## config.mk

```make
export PLATFORM = sky130hd
export DESIGN_NAME = qft_cphase_stage
export DESIGN_NICKNAME = d
export VERILOG_FILES = /design/src/rtl/qft_cphase_stage.sv
export SDC_FILE = /design/constraint.sdc
export NUM_CORES = 2
export LEC_CHECK = 0
export ABC_AREA = 1
export BUFFER_PORTS_ARGS = -buffer_cell sky130_fd_sc_hd__buf_2
export CORE_MARGIN = 2
export CORE_UTILIZATION = 45
export CTS_CLUSTER_DIAMETER = 30
export DETAILED_ROUTE_END_ITERATION = 12
export PLACE_DENSITY = 0.69
export SYNTH_ARGS = -nofsm -noshare
export SYNTH_HDL_FRONTEND = slang
export SYNTH_SLANG_ARGS = --single-unit
```

## constraint.sdc

```tcl
create_clock -name clk -period 4.68 [get_ports clk]
set_input_delay 0.468 -clock clk [delete_from_list [all_inputs] [get_ports clk]]
set_output_delay 0.468 -clock clk [all_outputs]
set_load 0.05 [all_outputs]
```

## src/rtl/qft_cphase_stage.sv

```systemverilog
`default_nettype none
// ============================================================================
//  Module   : qft_cphase_stage
//  Purpose  : Controlled-phase stage of the pipelined QFT datapath. Amplitudes
//             whose index has both CTL and TGT bits set get a complex
//             rotation; all others ride a delay-matched pass-through.
//  Revision : 1.0  initial release
// ============================================================================
module qft_cphase_stage #(
    parameter int NQ    = 3,
    parameter int WIDTH = 8,
    parameter int FRAC  = 4,
    parameter int TGT   = 2,
    parameter int CTL   = 1,
    parameter int LAT   = 4
) (
    input  logic                        clk,
    input  logic                        rst_n,
    input  logic                        in_valid,
    output logic                        in_ready,
    input  logic [(2**NQ)*WIDTH-1:0]    in_re,
    input  logic [(2**NQ)*WIDTH-1:0]    in_im,
    input  logic [WIDTH-1:0]            rot_re,
    input  logic [WIDTH-1:0]            rot_im,
    output logic                        out_valid,
    input  logic                        out_ready,
    output logic [(2**NQ)*WIDTH-1:0]    out_re,
    output logic [(2**NQ)*WIDTH-1:0]    out_im,
    output logic                        out_sat
);

    localparam int c_na = 2**NQ;
    localparam int c_vw = c_na * WIDTH;
    localparam int c_fw = 2 * WIDTH + 1;

    localparam logic signed [2*WIDTH+1:0] c_half =
        {{(2*WIDTH+1){1'b0}}, 1'b1} << (FRAC - 1);
    localparam logic signed [2*WIDTH+1:0] c_max =
        {{(WIDTH+3){1'b0}}, {(WIDTH-1){1'b1}}};
    localparam logic signed [2*WIDTH+1:0] c_min =
        {{(WIDTH+3){1'b1}}, {(WIDTH-1){1'b0}}};
    localparam logic [WIDTH-1:0] c_max_w = {1'b0, {(WIDTH-1){1'b1}}};
    localparam logic [WIDTH-1:0] c_min_w = {1'b1, {(WIDTH-1){1'b0}}};

    if (CTL == TGT || CTL < 0 || CTL >= NQ || TGT < 0 || TGT >= NQ ||
        LAT < 1 || FRAC < 1 || FRAC >= WIDTH) begin : g_param_check
        $error("qft_cphase_stage: illegal parameter combination");
    end

    // Round half-up then saturate; MSB of the result flags saturation.
    function automatic logic [WIDTH:0] f_rnd_sat(input logic [c_fw-1:0] x);
        logic signed [2*WIDTH+1:0] t;
        t = $signed({x[c_fw-1], x}) + c_half;
        t = t >>> FRAC;
        if (t > c_max)
            f_rnd_sat = {1'b1, c_max_w};
        else if (t < c_min)
            f_rnd_sat = {1'b1, c_min_w};
        else
            f_rnd_sat = {1'b0, t[WIDTH-1:0]};
    endfunction

    logic               w_en;
    logic [LAT-1:0]     r_valid;
    logic [c_vw-1:0]    w_s1_re;
    logic [c_vw-1:0]    w_s1_im;
    logic [c_na-1:0]    w_lane_sat;
    logic               w_s1_sat;
    logic               w_last_sat;

    assign out_valid = r_valid[LAT-1];
    assign w_en      = !out_valid || out_ready;
    assign in_ready  = w_en && rst_n;
    assign w_s1_sat  = |w_lane_sat;
    assign out_sat   = w_last_sat && out_valid;

    always_ff @(posedge clk or negedge rst_n) begin
        if (!rst_n) begin
            r_valid <= '0;
        end else if (w_en) begin
            r_valid[0] <= in_valid;
            for (int i = 1; i < LAT; i++)
                r_valid[i] <= r_valid[i-1];
        end
    end

    // Stage 1: multiply at capture, keep full precision in the first register.
    for (genvar k = 0; k < c_na; k++) begin : g_lane
        if ((((k >> CTL) % 2) == 1) && (((k >> TGT) % 2) == 1)) begin : g_rot
            logic signed [2*WIDTH-1:0] w_ar;
            logic signed [2*WIDTH-1:0] w_ai;
            logic signed [2*WIDTH-1:0] w_cr;
            logic signed [2*WIDTH-1:0] w_ci;
            logic signed [2*WIDTH-1:0] w_p_rr;
            logic signed [2*WIDTH-1:0] w_p_ii;
            logic signed [2*WIDTH-1:0] w_p_ri;
            logic signed [2*WIDTH-1:0] w_p_ir;
            logic [c_fw-1:0]           w_sum_re;
            logic [c_fw-1:0]           w_sum_im;
            logic [c_fw-1:0]           r_acc_re;
            logic [c_fw-1:0]           r_acc_im;
            logic [WIDTH:0]            w_rs_re;
            logic [WIDTH:0]            w_rs_im;

            assign w_ar = {{WIDTH{in_re[k*WIDTH+WIDTH-1]}}, in_re[k*WIDTH +: WIDTH]};
            assign w_ai = {{WIDTH{in_im[k*WIDTH+WIDTH-1]}}, in_im[k*WIDTH +: WIDTH]};
            assign w_cr = {{WIDTH{rot_re[WIDTH-1]}}, rot_re};
            assign w_ci = {{WIDTH{rot_im[WIDTH-1]}}, rot_im};

            assign w_p_rr = w_ar * w_cr;
            assign w_p_ii = w_ai * w_ci;
            assign w_p_ri = w_ar * w_ci;
            assign w_p_ir = w_ai * w_cr;

            assign w_sum_re = {w_p_rr[2*WIDTH-1], w_p_rr} - {w_p_ii[2*WIDTH-1], w_p_ii};
            assign w_sum_im = {w_p_ri[2*WIDTH-1], w_p_ri} + {w_p_ir[2*WIDTH-1], w_p_ir};

            always_ff @(posedge clk or negedge rst_n) begin
                if (!rst_n) begin
                    r_acc_re <= '0;
                    r_acc_im <= '0;
                end else if (w_en) begin
                    r_acc_re <= w_sum_re;
                    r_acc_im <= w_sum_im;
                end
            end

            assign w_rs_re = f_rnd_sat(r_acc_re);
            assign w_rs_im = f_rnd_sat(r_acc_im);
            assign w_s1_re[k*WIDTH +: WIDTH] = w_rs_re[WIDTH-1:0];
            assign w_s1_im[k*WIDTH +: WIDTH] = w_rs_im[WIDTH-1:0];
            assign w_lane_sat[k]             = w_rs_re[WIDTH] | w_rs_im[WIDTH];
        end else begin : g_pass
            logic [WIDTH-1:0] r_d_re;
            logic [WIDTH-1:0] r_d_im;

            always_ff @(posedge clk or negedge rst_n) begin
                if (!rst_n) begin
                    r_d_re <= '0;
                    r_d_im <= '0;
                end else if (w_en) begin
                    r_d_re <= in_re[k*WIDTH +: WIDTH];
                    r_d_im <= in_im[k*WIDTH +: WIDTH];
                end
            end

            assign w_s1_re[k*WIDTH +: WIDTH] = r_d_re;
            assign w_s1_im[k*WIDTH +: WIDTH] = r_d_im;
            assign w_lane_sat[k]             = 1'b0;
        end
    end

    // Stages 2..LAT carry the rounded vector and its saturation flag.
    if (LAT > 1) begin : g_deep
        logic [c_vw-1:0] r_re_pipe  [1:LAT-1];
        logic [c_vw-1:0] r_im_pipe  [1:LAT-1];
        logic            r_sat_pipe [1:LAT-1];

        always_ff @(posedge clk or negedge rst_n) begin
            if (!rst_n) begin
                for (int i = 1; i < LAT; i++) begin
                    r_re_pipe[i]  <= '0;
                    r_im_pipe[i]  <= '0;
                    r_sat_pipe[i] <= 1'b0;
                end
            end else if (w_en) begin
                r_re_pipe[1]  <= w_s1_re;
                r_im_pipe[1]  <= w_s1_im;
                r_sat_pipe[1] <= w_s1_sat;
                for (int i = 2; i < LAT; i++) begin
                    r_re_pipe[i]  <= r_re_pipe[i-1];
                    r_im_pipe[i]  <= r_im_pipe[i-1];
                    r_sat_pipe[i] <= r_sat_pipe[i-1];
                end
            end
        end

        assign out_re     = r_re_pipe[LAT-1];
        assign out_im     = r_im_pipe[LAT-1];
        assign w_last_sat = r_sat_pipe[LAT-1];
    end else begin : g_shallow
        assign out_re     = w_s1_re;
        assign out_im     = w_s1_im;
        assign w_last_sat = w_s1_sat;
    end

endmodule
`default_nettype wire

```

==> results by group <==
Outcome
  • Outcome: finished, violations left
  • Failing checks: negative setup slack

CTS
  • Clk sinks: 543
  • Number of CTS-inserted buffers: 98
  • Latest clock arrival within the worst-skew pair: 660 ps
  • Root buffer cell: clkbuf_16
  • H-tree Lvls: 3
  • CTS tree: yes
  • Clock transition at path regs: 60 ps
  • Clock buffer depth: 3

Global routing
  • Global-route wire length before repair: 181,000 µm
  • Largest net degree at the start of global routing: 197
  • All-layer global routing usage: 0.217
  • Initial antenna violation count: 1
  • Vias in the first global route: 35.7k
  • GRT overflow: 0

STA
  • Final period util: 1.05
  • Setup violators final: 29
  • Final clock skew: 65.5 ps
  • Setup TNS: -2560 ps
  • Fin crit period: 4900 ps
  • Max-slew headroom: 0.392
  • Worst-margin pin slew: 912 ps
  • Worst Setup Slack, final: -221 ps
  • RSZ-0062 raised after global routing: yes
  • Count of final max-slew check failures: 0
  • Smallest hold slack: 34.0 ps
  • Fmax achieved: 204 MHz
  • Hold Vio Cnt, Final: 0

Synth
  • Most used DFF post-synth: dfrtp_1
  • Post-synth top area share: 0.304
  • Asr flop ratio synth: 1.00
  • Syn Area/Cell: 8.25 µm²
  • Mapped Cells: 5,419
  • Sequential fraction of the synthesis area: 0.304
  • Number of enable flip-flop cells after synthesis: 0
  • Flops & latches, synth: 543
  • Post-Syn Area: 0.0447 mm²
  • Post-synth top area cell: dfrtp_1
  • Distinct cells, synth: 43
  • Largest cells by area after synthesis: dfrtp_1, fa_1, nand2_1
  • Syn nets: 6,339
  • Yosys warnings: 0

Detailed routing
  • Wirelength per Cell: 15.0 µm
  • DRT antenna net count: 0
  • # DRC: 0
  • Pre-Repair DR Iteration Count: 5
  • DR vias/cell: 4.75
  • Iteration-0 DRC count of the detailed router: 2,311
  • DR vias: 34.9k
  • Final wirelength: 110,000 µm

Floorplan
  • Full die area: 0.102 mm²
  • Starting density of the core: 0.454
  • Die Ht: 319 µm
  • Floorplan row count: 115
  • Width of the die: 319 µm
  • Core area: 0.0984 mm²
  • Num ports: 279

Layout
  • Commonest cells after routing, fill and taps aside: nand2_1, inv_1, dfrtp_1, fa_1, buf_4
  • Share of cells above drive strength 1: 0.233
  • Finished Cell Area: 0.0566 mm²
  • Commonest non-fill, non-tap cell in the layout: nand2_1
  • # fillers: 8,463
  • Layout net count: 6,886
  • Area of the multi-input gates: 0.0272 mm²
  • Area grow syn2layout: 26.7%
  • Reg area: 0.0136 mm²

Setup path
  • Slowest-stage cell, CP: fa_1
  • Crit Path Max Fanout: 4
  • CP dominant cell by count: fa_1
  • Critical path arrival: 5370 ps
  • Crit Path Class: in -> reg
  • Crit-path cells: buf_12 -> buf_12 -> nand2_4 -> inv_4 -> fa_1 -> inv_4 -> fa_1 -> inv_2 -> fa_1 -> fa_1 -> inv_2 -> fa_1 -> inv_2 -> fa_2 -> inv_2 -> ha_4 -> buf_4 -> nand2_4 -> o21ai_2 -> a21oi_2 -> nand2_1 -> or2_4 -> nand3_2 -> o21ai_2
  • Crit path launch type: primary input
  • CP Buf/Inv Count: 9
  • CP top delay family: adder cells
  • CP Capture Type: register
  • Worst Path Required: 5150 ps
  • CP peak stage delay: 570 ps

Placed design
  • Routability congestion estimate: 0.884
  • Cell Area, Placed: 0.0500 mm²
  • Detailed Place HPWL: 80,000 µm
  • Buffers added on ports: 278
  • Place WS: -1070 ps

Flow run
  • Max_cap viols: 0

Worst hold path
  • Tightest Hold Check Type: in -> reg
==> metal layers <==
metal  track usage  up-vias  wire length, µm
met5             0        -                0
met1         0.307    16916            49600
met4        0.0628        0             3100
met3        0.0307      195             6030
met2         0.348      858            51000
li1              -    16914                -
==> timing repair <==
action                     4_1_cts  5_1_grt
pin swaps                      154      246
setup endpoints to repair       36       38
hold endpoints to repair       161        0
buffers inserted                50       41
resized for setup              252      305
hold buffers                    56        0
gates cloned                     1        0
==> cell families after synthesis <==
family / synth area share
AND/OR/NAND/NOR: 0.199
buffers and inverters: 0.131
adder cells (fa/ha/maj): 0.310
flip-flops: 0.304
AO/OA/AOI/OAI: 0.0433
XOR/XNOR: 0.0133
==> final timing paths <==
kind                                        from                            to  slack [ps]  cells after the start
max reg2reg                           r_valid[3]    g_lane[5].g_pass.r_d_im[1]        1970                      5
min in group asynchronous                  rst_n    g_lane[3].g_pass.r_d_im[1]         470                      2
max in group asynchronous                  rst_n                    out_re[24]        2800                      3
max                                    in_im[55]  g_lane[6].g_rot.r_acc_re[15]        -220                     24
min                                    in_im[30]    g_lane[3].g_pass.r_d_im[6]          30                      3
min reg2reg                g_deep.r_im_pipe[190]         g_deep.r_im_pipe[126]         400                      2
==> flip-flops by register name, indices dropped and copies added, names as in the netlist <==
| signal | cells |
|---|---|
| g_deep.r_im_pipe | 128 |
| g_deep.r_re_pipe | 128 |
| g_deep.r_sat_pipe | 2 |
| g_lane.g_pass.r_d_im | 48 |
| g_lane.g_pass.r_d_re | 48 |
| g_lane.g_rot.r_acc_im | 28 |
| g_lane.g_rot.r_acc_re | 28 |
| out_im | 64 |
| out_re | 64 |
| r_valid | 4 |
| w_last_sat | 1 |
==> worst min-delay path, cell delays in order <==
cell	delay [ps]
buf_2	80
nand2_1	40
o21ai_0	60
==> Yosys cell counts, types with 33 or more instances <==
master,number
a21oi_1,79
fa_1,558
ha_1,214
nor2_1,169
nand3_1,81
xor2_1,35
xnor2_1,33
clkbuf_1,186
o21ai_0,190
buf_4,128
dfrtp_1,543
nand2_1,1919
inv_1,1072
==> metrics by stage <==
step / cells / utilization
floorplan: 5419 / -
global placement: 7014 / 0.508
detailed placement: 7014 / 0.508
CTS: 7303 / 0.562
global route: 7336 / 0.575
finish: 7338 / 0.576
==> area by class of cell <==
cell class,count,share of cell area
Antenna cell,2,0.0000884
Clock buffer,115,0.0462
Clock inverter,68,0.0167
Inverter,1075,0.0725
Multi-Input combinational cell,3452,0.480
Sequential cell,543,0.240
Tap cell,1287,0.0284
Timing Repair Buffer,796,0.116
Power is not shown: default switching activity piles up to over one toggle a cycle in this logic, so the estimate is an artifact.
